===== config.mk =====
export PLATFORM = sky130hd
export DESIGN_NAME = ide_cycle_ctrl_flat
export DESIGN_NICKNAME = d
export VERILOG_FILES = /design/src/rtl/ide_cycle_ctrl_if.sv /design/src/rtl/ide_cycle_ctrl.sv /design/src/flat_wrapper.sv
export SDC_FILE = /design/constraint.sdc
export NUM_CORES = 1
export LEC_CHECK = 0
export CAP_MARGIN = 20
export CORE_ASPECT_RATIO = 0.9
export CORE_MARGIN = 2
export CORE_UTILIZATION = 52
export CTS_BUF_LIST = sky130_fd_sc_hd__clkbuf_4 sky130_fd_sc_hd__clkbuf_8
export DETAILED_ROUTE_END_ITERATION = 7
export GPL_TIMING_DRIVEN = 0
export MAX_ROUTING_LAYER = met4
export PLACE_DENSITY_LB_ADDON = 0.1
export SLEW_MARGIN = 10
export SYNTH_ARGS = -nofsm -noshare
export SYNTH_HDL_FRONTEND = slang
export SYNTH_SLANG_ARGS = --single-unit

===== constraint.sdc =====
create_clock -name CLK -period 2.87 [get_ports CLK]
set_input_delay 0.574 -clock CLK [delete_from_list [all_inputs] [get_ports CLK]]
set_output_delay 0.574 -clock CLK [all_outputs]
set_load 0.01 [all_outputs]

===== src/rtl/ide_cycle_ctrl_if.sv =====
// ide_cycle_ctrl_if: bus-decode / IDE connector signals seen by ide_cycle_ctrl.
//   Bus side      : ide_access, AS_n, UDS_n, LDS_n, RW, ADDR16, ADDR12, IDE_IORDY
//   Card side     : IDE_CS0_n, IDE_CS1_n, IDE_IOR_n, IDE_IOW_n, ROM_OE_n, BUF_OE_n, BUF_DIR
//   Status        : dtack (active high, gated by AS_n), iordy_tmo (sticky)
// master modport drives the bus-side inputs; slave modport is the cycle controller.
interface ide_cycle_ctrl_if;
   logic ide_access;
   logic AS_n;
   logic UDS_n;
   logic LDS_n;
   logic RW;
   logic ADDR16;
   logic ADDR12;
   logic IDE_IORDY;
   logic IDE_CS0_n;
   logic IDE_CS1_n;
   logic IDE_IOR_n;
   logic IDE_IOW_n;
   logic ROM_OE_n;
   logic BUF_OE_n;
   logic BUF_DIR;
   logic dtack;
   logic iordy_tmo;

   modport master (
      output ide_access, AS_n, UDS_n, LDS_n, RW, ADDR16, ADDR12, IDE_IORDY,
      input  IDE_CS0_n, IDE_CS1_n, IDE_IOR_n, IDE_IOW_n, ROM_OE_n, BUF_OE_n,
             BUF_DIR, dtack, iordy_tmo
   );

   modport slave (
      input  ide_access, AS_n, UDS_n, LDS_n, RW, ADDR16, ADDR12, IDE_IORDY,
      output IDE_CS0_n, IDE_CS1_n, IDE_IOR_n, IDE_IOW_n, ROM_OE_n, BUF_OE_n,
             BUF_DIR, dtack, iordy_tmo
   );
endinterface


===== src/rtl/ide_cycle_ctrl.sv =====
// ide_cycle_ctrl: sequences 68000 bus cycles hitting the IDE card's 128K window.
//   ADDR16=0 -> boot ROM (reads enable ROM_OE_n, writes acknowledged and dropped)
//   ADDR16=1 -> ATA task file, ADDR12 selects CS1 (1) or CS0 (0), PIO IOR/IOW strobes
//   with programmable setup / active / recovery timing.
// Ports:
//   CLK      : 68000 bus clock, all state on rising edge
//   RESET_n  : asynchronous active-low reset
//   bus      : ide_cycle_ctrl_if.slave (decode inputs, ATA/ROM/buffer controls, dtack, iordy_tmo)
// Optional feature macro: IDE_IORDY_EN (honour IORDY wait states with WAIT_MAX timeout).
module ide_cycle_ctrl #(
   parameter int unsigned SETUP_CYC  = 1,
   parameter int unsigned ACTIVE_CYC = 3,
   parameter int unsigned RECOV_CYC  = 1,
   parameter int unsigned ROM_WAIT   = 1,
   parameter int unsigned WAIT_MAX   = 64
) (
   input logic             CLK,
   input logic             RESET_n,
   ide_cycle_ctrl_if.slave bus
);

   typedef enum logic [2:0] {
      ST_IDLE,
      ST_SETUP,
      ST_ACTIVE,
      ST_ROMRD,
      ST_TERM,
      ST_RECOVER
   } state_e;

   state_e     state_q, state_d;
   logic [2:0] cnt_q, cnt_d;
   logic       ide_q, ide_d;
   logic       a12_q, a12_d;
   logic       rw_q, rw_d;

   logic       cs0_n_q, cs0_n_d;
   logic       cs1_n_q, cs1_n_d;
   logic       ior_n_q, ior_n_d;
   logic       iow_n_q, iow_n_d;
   logic       rom_oe_n_q, rom_oe_n_d;
   logic       buf_oe_n_q, buf_oe_n_d;
   logic       buf_dir_q, buf_dir_d;
   logic       dtack_q, dtack_d;

   logic       start_c;

`ifdef IDE_IORDY_EN
   localparam int unsigned WAIT_W = $clog2(WAIT_MAX + 1);
   logic [WAIT_W-1:0] wait_q, wait_d;
   logic              tmo_q, tmo_d;
`endif

   // A cycle starts when the window is hit with AS_n and at least one data strobe low.
   assign start_c = bus.ide_access & ~bus.AS_n & (~bus.UDS_n | ~bus.LDS_n);

   // Next-state, shared down-counter and registered-output decode.
   always_comb begin
      state_d = state_q;
      cnt_d   = cnt_q;
      ide_d   = ide_q;
      a12_d   = a12_q;
      rw_d    = rw_q;
`ifdef IDE_IORDY_EN
      wait_d  = wait_q;
      tmo_d   = tmo_q;
`endif

      case (state_q)
         ST_IDLE: begin
            if (start_c) begin
               ide_d = bus.ADDR16;
               a12_d = bus.ADDR12;
               rw_d  = bus.RW;
               if (bus.ADDR16) begin
                  state_d = ST_SETUP;
                  cnt_d   = 3'(SETUP_CYC);
               end else if (bus.RW) begin
                  if (ROM_WAIT == 0) begin
                     state_d = ST_TERM;
                  end else begin
                     state_d = ST_ROMRD;
                     cnt_d   = 3'(ROM_WAIT);
                  end
               end else begin
                  state_d = ST_TERM;
               end
            end
         end

         ST_SETUP: begin
            if (bus.AS_n) begin
               // Aborted before the strobe: still serve the recovery time on CS.
               if (RECOV_CYC != 0) begin
                  state_d = ST_RECOVER;
                  cnt_d   = 3'(RECOV_CYC);
               end else begin
                  state_d = ST_IDLE;
               end
            end else if (cnt_q <= 3'd1) begin
               state_d = ST_ACTIVE;
               cnt_d   = 3'(ACTIVE_CYC);
`ifdef IDE_IORDY_EN
               wait_d  = '0;
`endif
            end else begin
               cnt_d = cnt_q - 3'd1;
            end
         end

         ST_ACTIVE: begin
            if (bus.AS_n) begin
               if (RECOV_CYC != 0) begin
                  state_d = ST_RECOVER;
                  cnt_d   = 3'(RECOV_CYC);
               end else begin
                  state_d = ST_IDLE;
               end
            end else if (cnt_q > 3'd1) begin
               cnt_d = cnt_q - 3'd1;
            end else begin
`ifdef IDE_IORDY_EN
               // Device stretches the strobe with IORDY low; give up after WAIT_MAX cycles.
               if (bus.IDE_IORDY) begin
                  state_d = ST_TERM;
               end else if (32'(wait_q) + 32'd1 >= WAIT_MAX) begin
                  state_d = ST_TERM;
                  tmo_d   = 1'b1;
               end else begin
                  wait_d = wait_q + WAIT_W'(1);
               end
`else
               state_d = ST_TERM;
`endif
            end
         end

         ST_ROMRD: begin
            if (bus.AS_n) begin
               state_d = ST_IDLE;
            end else if (cnt_q <= 3'd1) begin
               state_d = ST_TERM;
            end else begin
               cnt_d = cnt_q - 3'd1;
            end
         end

         ST_TERM: begin
            if (bus.AS_n) begin
               if (ide_q && (RECOV_CYC != 0)) begin
                  state_d = ST_RECOVER;
                  cnt_d   = 3'(RECOV_CYC);
               end else begin
                  state_d = ST_IDLE;
               end
            end
         end

         ST_RECOVER: begin
            if (cnt_q <= 3'd1) begin
               state_d = ST_IDLE;
            end else begin
               cnt_d = cnt_q - 3'd1;
            end
         end

         default: begin
            state_d = ST_IDLE;
         end
      endcase

      // Outputs decoded from the next state so they are valid right after the edge.
      cs0_n_d    = 1'b1;
      cs1_n_d    = 1'b1;
      ior_n_d    = 1'b1;
      iow_n_d    = 1'b1;
      rom_oe_n_d = 1'b1;
      buf_oe_n_d = 1'b1;
      buf_dir_d  = 1'b0;
      dtack_d    = (state_d == ST_TERM);

      if (ide_d) begin
         if (state_d inside {ST_SETUP, ST_ACTIVE, ST_TERM, ST_RECOVER}) begin
            cs0_n_d = a12_d;
            cs1_n_d = ~a12_d;
         end
         if (state_d inside {ST_SETUP, ST_ACTIVE, ST_TERM}) begin
            buf_oe_n_d = 1'b0;
            buf_dir_d  = rw_d;
         end
         if (state_d inside {ST_ACTIVE, ST_TERM}) begin
            ior_n_d = ~rw_d;
            iow_n_d = rw_d;
         end
      end else if (rw_d && (state_d inside {ST_ROMRD, ST_TERM})) begin
         rom_oe_n_d = 1'b0;
         buf_oe_n_d = 1'b0;
         buf_dir_d  = 1'b1;
      end
   end

   // State and registered outputs.
   always_ff @(posedge CLK or negedge RESET_n) begin
      if (!RESET_n) begin
         state_q    <= ST_IDLE;
         cnt_q      <= 3'd0;
         ide_q      <= 1'b0;
         a12_q      <= 1'b0;
         rw_q       <= 1'b0;
         cs0_n_q    <= 1'b1;
         cs1_n_q    <= 1'b1;
         ior_n_q    <= 1'b1;
         iow_n_q    <= 1'b1;
         rom_oe_n_q <= 1'b1;
         buf_oe_n_q <= 1'b1;
         buf_dir_q  <= 1'b0;
         dtack_q    <= 1'b0;
`ifdef IDE_IORDY_EN
         wait_q     <= '0;
         tmo_q      <= 1'b0;
`endif
      end else begin
         state_q    <= state_d;
         cnt_q      <= cnt_d;
         ide_q      <= ide_d;
         a12_q      <= a12_d;
         rw_q       <= rw_d;
         cs0_n_q    <= cs0_n_d;
         cs1_n_q    <= cs1_n_d;
         ior_n_q    <= ior_n_d;
         iow_n_q    <= iow_n_d;
         rom_oe_n_q <= rom_oe_n_d;
         buf_oe_n_q <= buf_oe_n_d;
         buf_dir_q  <= buf_dir_d;
         dtack_q    <= dtack_d;
`ifdef IDE_IORDY_EN
         wait_q     <= wait_d;
         tmo_q      <= tmo_d;
`endif
      end
   end

   assign bus.IDE_CS0_n = cs0_n_q;
   assign bus.IDE_CS1_n = cs1_n_q;
   assign bus.IDE_IOR_n = ior_n_q;
   assign bus.IDE_IOW_n = iow_n_q;
   assign bus.ROM_OE_n  = rom_oe_n_q;
   assign bus.BUF_OE_n  = buf_oe_n_q;
   assign bus.BUF_DIR   = buf_dir_q;

   // dtack drops the instant the CPU releases AS_n, without waiting for an edge.
   assign bus.dtack     = dtack_q & ~bus.AS_n;

`ifdef IDE_IORDY_EN
   assign bus.iordy_tmo = tmo_q;
`else
   logic unused_iordy;
   assign unused_iordy  = bus.IDE_IORDY | (WAIT_MAX == 0);
   assign bus.iordy_tmo = 1'b0;
`endif

endmodule

===== src/flat_wrapper.sv =====
// flat-port wrapper written by rule: the top's interface ports become plain ports
module ide_cycle_ctrl_flat 
#(
   parameter int unsigned SETUP_CYC  = 1,
   parameter int unsigned ACTIVE_CYC = 3,
   parameter int unsigned RECOV_CYC  = 1,
   parameter int unsigned ROM_WAIT   = 1,
   parameter int unsigned WAIT_MAX   = 64
)
  (CLK, RESET_n, bus_ide_access, bus_AS_n, bus_UDS_n, bus_LDS_n, bus_RW, bus_ADDR16, bus_ADDR12, bus_IDE_IORDY, bus_IDE_CS0_n, bus_IDE_CS1_n, bus_IDE_IOR_n, bus_IDE_IOW_n, bus_ROM_OE_n, bus_BUF_OE_n, bus_BUF_DIR, bus_dtack, bus_iordy_tmo);
  ide_cycle_ctrl_if bus_i ();
  input logic CLK;
  input logic RESET_n;
  input wire logic [$bits(bus_i.ide_access)-1:0] bus_ide_access;
  input wire logic [$bits(bus_i.AS_n)-1:0] bus_AS_n;
  input wire logic [$bits(bus_i.UDS_n)-1:0] bus_UDS_n;
  input wire logic [$bits(bus_i.LDS_n)-1:0] bus_LDS_n;
  input wire logic [$bits(bus_i.RW)-1:0] bus_RW;
  input wire logic [$bits(bus_i.ADDR16)-1:0] bus_ADDR16;
  input wire logic [$bits(bus_i.ADDR12)-1:0] bus_ADDR12;
  input wire logic [$bits(bus_i.IDE_IORDY)-1:0] bus_IDE_IORDY;
  output wire logic [$bits(bus_i.IDE_CS0_n)-1:0] bus_IDE_CS0_n;
  output wire logic [$bits(bus_i.IDE_CS1_n)-1:0] bus_IDE_CS1_n;
  output wire logic [$bits(bus_i.IDE_IOR_n)-1:0] bus_IDE_IOR_n;
  output wire logic [$bits(bus_i.IDE_IOW_n)-1:0] bus_IDE_IOW_n;
  output wire logic [$bits(bus_i.ROM_OE_n)-1:0] bus_ROM_OE_n;
  output wire logic [$bits(bus_i.BUF_OE_n)-1:0] bus_BUF_OE_n;
  output wire logic [$bits(bus_i.BUF_DIR)-1:0] bus_BUF_DIR;
  output wire logic [$bits(bus_i.dtack)-1:0] bus_dtack;
  output wire logic [$bits(bus_i.iordy_tmo)-1:0] bus_iordy_tmo;
  assign bus_i.ide_access = bus_ide_access;
  assign bus_i.AS_n = bus_AS_n;
  assign bus_i.UDS_n = bus_UDS_n;
  assign bus_i.LDS_n = bus_LDS_n;
  assign bus_i.RW = bus_RW;
  assign bus_i.ADDR16 = bus_ADDR16;
  assign bus_i.ADDR12 = bus_ADDR12;
  assign bus_i.IDE_IORDY = bus_IDE_IORDY;
  assign bus_IDE_CS0_n = bus_i.IDE_CS0_n;
  assign bus_IDE_CS1_n = bus_i.IDE_CS1_n;
  assign bus_IDE_IOR_n = bus_i.IDE_IOR_n;
  assign bus_IDE_IOW_n = bus_i.IDE_IOW_n;
  assign bus_ROM_OE_n = bus_i.ROM_OE_n;
  assign bus_BUF_OE_n = bus_i.BUF_OE_n;
  assign bus_BUF_DIR = bus_i.BUF_DIR;
  assign bus_dtack = bus_i.dtack;
  assign bus_iordy_tmo = bus_i.iordy_tmo;
  ide_cycle_ctrl #(.SETUP_CYC(SETUP_CYC), .ACTIVE_CYC(ACTIVE_CYC), .RECOV_CYC(RECOV_CYC), .ROM_WAIT(ROM_WAIT), .WAIT_MAX(WAIT_MAX)) u_core (.CLK(CLK), .RESET_n(RESET_n), .bus(bus_i));
endmodule

Yosys cells after proc, flatten, opt, wreduce, memory -nomap -nowiden
Index checks and enable logic that the tools add are counted.
{"block": "word_totals", "ff_bits": 17, "input_bits": 10, "elab_cells": 95}
{"block": "classes", "add_sub_neg": 1, "magnitude_cmp": 2, "eq_ne": 16, "n_mux": 46, "bitwise_logic": 9, "reduce_logical": 8}
{"op": "2-to-1 mux 3 bit", "n": 23}
{"op": "one-hot mux 3 bit (6 select lines)", "n": 2}
{"op": "2-to-1 mux 1 bit", "n": 21}
{"op": "== test 3 x 2 -> 1 bit (second input constant)", "n": 4}
{"op": "== test 3 bit (second input constant)", "n": 4}
{"op": "AND reduction 7 bit", "n": 1}
{"op": "== test 3 x 1 -> 1 bit (second input constant)", "n": 2}
{"op": "nonzero test 6 bit", "n": 1}
{"op": "inverter 1 bit", "n": 5}
{"op": "!= test 2 x 1 -> 1 bit (second input constant)", "n": 2}
{"op": "!= test 2 bit (second input constant)", "n": 2}
{"op": "nonzero test 2 bit", "n": 2}
{"op": "nonzero test 4 bit", "n": 1}
{"op": "bitwise AND 1 bit", "n": 3}
{"op": "greater-than comparator 3 x 1 -> 1 bit (second input constant)", "n": 1}
{"op": "<= comparator 3 x 1 -> 1 bit (second input constant)", "n": 1}
{"op": "zero test 3 bit", "n": 1}
{"op": "!= test 3 x 2 -> 1 bit (second input constant)", "n": 1}
{"op": "!= test 3 bit (second input constant)", "n": 1}
{"op": "nonzero test 3 bit", "n": 1}
{"op": "subtractor 3 x 1 -> 3 bit (second input constant)", "n": 1}
{"op": "logical AND 1 bit", "n": 1}
{"op": "bitwise OR 1 bit", "n": 1}

Longest topological paths before layout
{"block": "depth", "depth_word": 10, "depth_mapped": 9}

Worst setup path after synthesis
Ideal clock, no wire load.
{"block": "synth_timing", "path_type": "register -> register", "startpoint": "reg u_core.cnt_q[0]", "endpoint": "reg u_core.buf_oe_n_q (netlist: u_core.bus.BUF_OE_n)", "arrival_time_ps": 1857, "slack_ps": 937, "stages_incl_launch_ff": 9, "period_less_slack_ps": 1933, "cell_sequence": "dfrtp_1 ha_1 o21bai_1 and2_1 a2111oi_1 nor3_2 inv_1 a211oi_1 a21o_1"}
{"block": "synth_between", "elab_chain_cells": 9, "elab_cells_between_ends": 20}
{"item": "from (decl)", "line": "ide_cycle_ctrl.sv:32", "source": "logic [2:0] cnt_q, cnt_d;"}
{"item": "from (signal assigned)", "line": "ide_cycle_ctrl.sv:224", "source": "cnt_q <= cnt_d;"}
{"item": "<= comparator 3 x 1 -> 1 bit or greater-than comparator 3 x 1 -> 1 bit (tied branches)"}
{"item": "2-to-1 mux 3 bit (on tied branches)", "line": "ide_cycle_ctrl.sv:141, ide_cycle_ctrl.sv:100, ide_cycle_ctrl.sv:119"}
{"item": "2-to-1 mux 3 bit (on tied branches)", "line": "ide_cycle_ctrl.sv:139, ide_cycle_ctrl.sv:92, ide_cycle_ctrl.sv:112"}
{"item": "one-hot mux 3 bit (6 select lines) *", "line": "ide_cycle_ctrl.sv:69", "source": "case (state_q)"}
{"item": "via u_core.state_d[2]", "line": "ide_cycle_ctrl.sv:31", "source": "state_e state_q, state_d;"}
{"item": "== test 3 x 2 -> 1 bit or == test 3 bit (tied branches)", "line": "ide_cycle_ctrl.sv:195, ide_cycle_ctrl.sv:187"}
{"item": "nonzero test 2 bit", "line": "ide_cycle_ctrl.sv:195", "source": "end else if (rw_d && (state_d inside {ST_ROMRD, ST_TERM})) begin"}
{"item": "logical AND 1 bit", "line": "ide_cycle_ctrl.sv:195"}
{"item": "2-to-1 mux 1 bit", "line": "ide_cycle_ctrl.sv:195"}
{"item": "2-to-1 mux 1 bit *", "line": "ide_cycle_ctrl.sv:182", "source": "if (ide_d) begin"}
{"item": "via u_core.buf_oe_n_d", "line": "ide_cycle_ctrl.sv:42", "source": "logic buf_oe_n_q, buf_oe_n_d;"}
{"item": "to (signal assigned)", "line": "ide_cycle_ctrl.sv:233", "source": "buf_oe_n_q <= buf_oe_n_d;"}
{"item": "to (decl)", "line": "ide_cycle_ctrl.sv:42"}
The timed path passes the listed nets; every way through them passes the cells marked *.
A chain may end at the register's enable or synchronous reset.

Worst setup path after layout
{"block": "layout_timing", "startpoint": "in bus_AS_n", "endpoint": "out bus_dtack"}
{"block": "layout_between", "elab_chain_cells": 2}
{"item": "from (decl)", "line": "flat_wrapper.sv:15", "source": "input wire logic [$bits(bus_i.AS_n)-1:0] bus_AS_n;"}
{"item": "inverter 1 bit", "line": "ide_cycle_ctrl.sv:252", "source": "assign bus.dtack = dtack_q & ~bus.AS_n;"}
{"item": "bitwise AND 1 bit", "line": "ide_cycle_ctrl.sv:252"}
{"item": "to (decl)", "line": "flat_wrapper.sv:29", "source": "output wire logic [$bits(bus_i.dtack)-1:0] bus_dtack;"}
Every way passes these cells.

==> impl_summary.md <==
STA
The hold violation count in the final report was 0. After routing, the total negative slack on setup checks comes to 0 ns. Setup violations remaining at the end of the flow were counted as 0. At the pin with the least slew margin, the transition time is around 0.77 ns.

The fraction of the cycle the final worst path needs is 87.3%. Setup repair after global routing left no endpoint under its margin. Between clock sinks in the finished design, the worst skew comes to 0.0143 ns. The final count of pins violating max slew is 0.

The clock period minus worst slack is roughly 2.5 ns. The worst pin sits at a relative slew slack of roughly half. The achievable frequency is approximately 400 MHz.

Clock tree
TritonCTS built the clock tree. After clock tree synthesis, the clock-pin slew on the worst setup and hold paths is about 0.1 ns. Clock latency on the worst-skew pair, taken at its later pin, is ~0.30 ns. CTS saw 17 sinks.

The number of H-tree levels is 1. The total of cells resized after clock tree synthesis is 0. In this run the post-CTS setup repair buffer count came out at 0. The number of buffers created by CTS is 3. The buffer cell driving the clock tree root is sky130_fd_sc_hd__clkbuf_4. After clock tree synthesis, the flow added hold-fix buffers numbering 0. The maximum buffer depth of the clock tree is 2.

Detailed routing
The remaining antenna violation count is 0. The remaining design rule violation count is 0. Across all layers, the routed design uses roughly 850 vias. The mean number of vias per cell is between 5 and 6. The violation count after the first detailed-route iteration is 60. In the final routed layout, each cell accounts on average for 14.7 microns. The routed design has 2240 microns of wire. The pre-antenna-repair detailed-routing pass consisted of 4 iterations.

Place
The HPWL after detailed placement is 1620 microns. The count of buffers added on input and output ports is 16. The final estimated routing congestion in global placement is roughly 0.84.

After detailed placement, the design holds a cell count of between 100 and 150.

Die
The number of placement rows is 15. The area of the die is approximately 2400 sq um. The initial core utilization is approximately 55%. The horizontal extent of the die is between 50 and 60 microns. The placeable core area is ~1900 sq um. The die outline height is approximately 46 microns.

In this run the count of I/O pins placed on the die edge is 19.

Logic synthesis
The post-synthesis cell count is 108. The mean area per synthesized cell is about 9.6 sq um. The combined area of all synthesized cells is ~1000 sq um. The number of synthesized register bits is 17. After synthesis, the most frequently instantiated cells are sky130_fd_sc_hd__dfrtp_1, sky130_fd_sc_hd__inv_1, sky130_fd_sc_hd__nor2_1.

The Yosys warning count is 0. The netlist uses 46 different library cells. The most used standard cell by instance count after synthesis is sky130_fd_sc_hd__dfrtp_1. Of the post-synthesis cell area, the dominant cell type holds a little over a quarter. The number of nets in the synthesized netlist is between 100 and 150. The share of synthesized flip-flops with an asynchronous set or reset is 100%. After synthesis, the cell types taking the most area are sky130_fd_sc_hd__dfrtp_1, sky130_fd_sc_hd__dfstp_2, sky130_fd_sc_hd__inv_1. The most used flip-flop cell after synthesis is sky130_fd_sc_hd__dfrtp_1. The cell taking the most area after synthesis is sky130_fd_sc_hd__dfrtp_1. Of the synthesized area, sequential elements account for 41.6%. Yosys mapped a number of flops with a built-in enable equal to 0.

Power and ir drop
The total internal power is roughly 0.00077 W. The worst-case IR drop observed on VDD is between 0.6 and 0.7 mV. The switching power summed over all nets is 0.000569 W. Overall power consumption after layout is estimated at 0.00134 W. The power per cell area is 1060 nW/um^2. The combinational power share is between 60% and 70%. In this run the static leakage power is around 0.53 nW. The clock network burns ~10% of the power.

The power share of the sequential group is 29.2%. The switching share of power is a little over two fifths.

Final layout
The number of nets at the end of the flow is 141. The total of fill cells in the finished design is about 150. 0 antenna diodes ended up in the layout. The finished layout holds between 150 and 200 standard cells, fillers aside. The final cell utilization of the core is between 60 and 70%. In the final layout, the share of cells above drive strength 1 is about a fifth. The largest registers in the layout are u_core.cnt_q x3, u_core.state_q x3. The layout overhead on the synthesized area is 21.1%.

Status
The flow ran to the end, and the final reports show no timing, DRC or antenna violations.

Setup path
Data arrives at the worst endpoint at 1.93 ns. The worst register-to-register path ends at u_core.bus.BUF_OE_n. In this run the register-to-register setup slack is between 0.6 and 0.7 ns. STA classifies the critical path startpoint as a primary input. The launching point of the worst reg2reg path is u_core.cnt_q[1]. By startpoint and endpoint, the worst setup path is classified as in2out.

STA puts the critical path data required time at 2.30 ns. The largest fanout on the critical path is 10. The path depth of the worst reg2reg path is 9.

The endpoint class of the critical path is a primary output.

Min path
The path type of the worst min-delay path is reg2reg. The start point of the worst hold path is u_core.a12_q. The sink of the worst hold path is u_core.a12_q. The worst hold path passes through 2 cells.

Global route
The via count of the first global-routing pass was 765. Global routing used between 20% and 30% of the available tracks across all layers. The total grt overflow is 0. The initial antenna violation count is 0.

The wire length of the first global-routing pass is 3700 microns. The maximum number of pins on one net before global-route repair is 18.

Run
The number of violations of the max-capacitance limit is 0.
-- worst max-delay path by stage --
stage | cells after the start | from | endpoint | slack [ns]
6_report | 4 | bus_AS_n | bus_dtack | 0.37
3_5_place_dp | 8 | bus_AS_n | u_core.bus.BUF_OE_n | 0.28
4_1_cts | 4 | bus_AS_n | bus_dtack | 0.36
5_1_grt | 4 | bus_AS_n | bus_dtack | 0.31
2_1_floorplan | 8 | u_core.cnt_q[0] | u_core.bus.BUF_OE_n | 0.94
3_3_place_gp | 9 | bus_AS_n | u_core.cnt_q[0] | 0.34
-- final cells by class --
cell class	count	area [sq um]	area share, %
multi-input combinational	75	517	41.1
sequential	17	433	34.4
timing repair buffer	16	160	12.7
buffer	6	52.6	4.17
inverter	10	37.5	2.98
tap	25	31.3	2.49
clock buffer	3	22.5	1.79
clock inverter	1	5.00	0.398
-- power groups by stage --
stage               logic, W  registers [W]  clock network, W
floorplan           0.000576       0.000410                 0
global placement    0.000781       0.000394                 0
detailed placement  0.000804       0.000396                 0
CTS                 0.000811       0.000391          0.000133
global route        0.000906       0.000401          0.000146
finish              0.000814       0.000391          0.000134
-- logic make-up (layout without fill, tap and decap cells) --
group | count (synthesis) | after routing | synth area share, %
and+or+nand+nor | 39 | 39 | 20.8
adders and majority gates | 3 | 3 | 3.37
xor gates and xnor gates | 1 | 1 | 0.843
AOI/OAI and AO/OA | 29 | 29 | 21.2
DFF | 17 | 17 | 41.6
muxes | 2 | 2 | 3.13
buffers and inverters | 16 | 36 | 8.66
other | 1 | 1 | 0.361
-- per-layer routing --
metal	vias up	track usage (%)	routed length (microns)
li1	422	-	-
met1	392	32.1	1040
met2	35	32.2	1050
met3	2	3.57	144
met4	0	7.03	10
met5	-	-	0
-- stage by stage --
stage	hold WS, ns	cell area (sq um)	worst slack (ns)
global route	0.559	1260	0.315
global placement	0.486	1230	0.340
finish	0.524	1260	0.365
CTS	0.528	1260	0.355
floorplan	0.278	1040	0.937
detailed placement	0.500	1230	0.278
-- layout by cell type, fill, tap and decap left out, drive strengths merged, types with 3 or more instances in the layout --
cell type and instances:
a21oi 7, and2 4, and3 3, buf 6, clkbuf 3, clkdlybuf4s50 16, dfrtp 11, dfstp 6
inv 10, nand2 6, nand3 4, nand4 3, nor2 9, o21ai 5, or2 3
-- critical path, stage by stage --
cell	delay, ns
sky130_fd_sc_hd__clkdlybuf4s50_1	0.48
sky130_fd_sc_hd__buf_6	0.17
sky130_fd_sc_hd__and2b_1	0.18
sky130_fd_sc_hd__clkdlybuf4s50_1	0.52
Power figures use the tool's default switching activity.
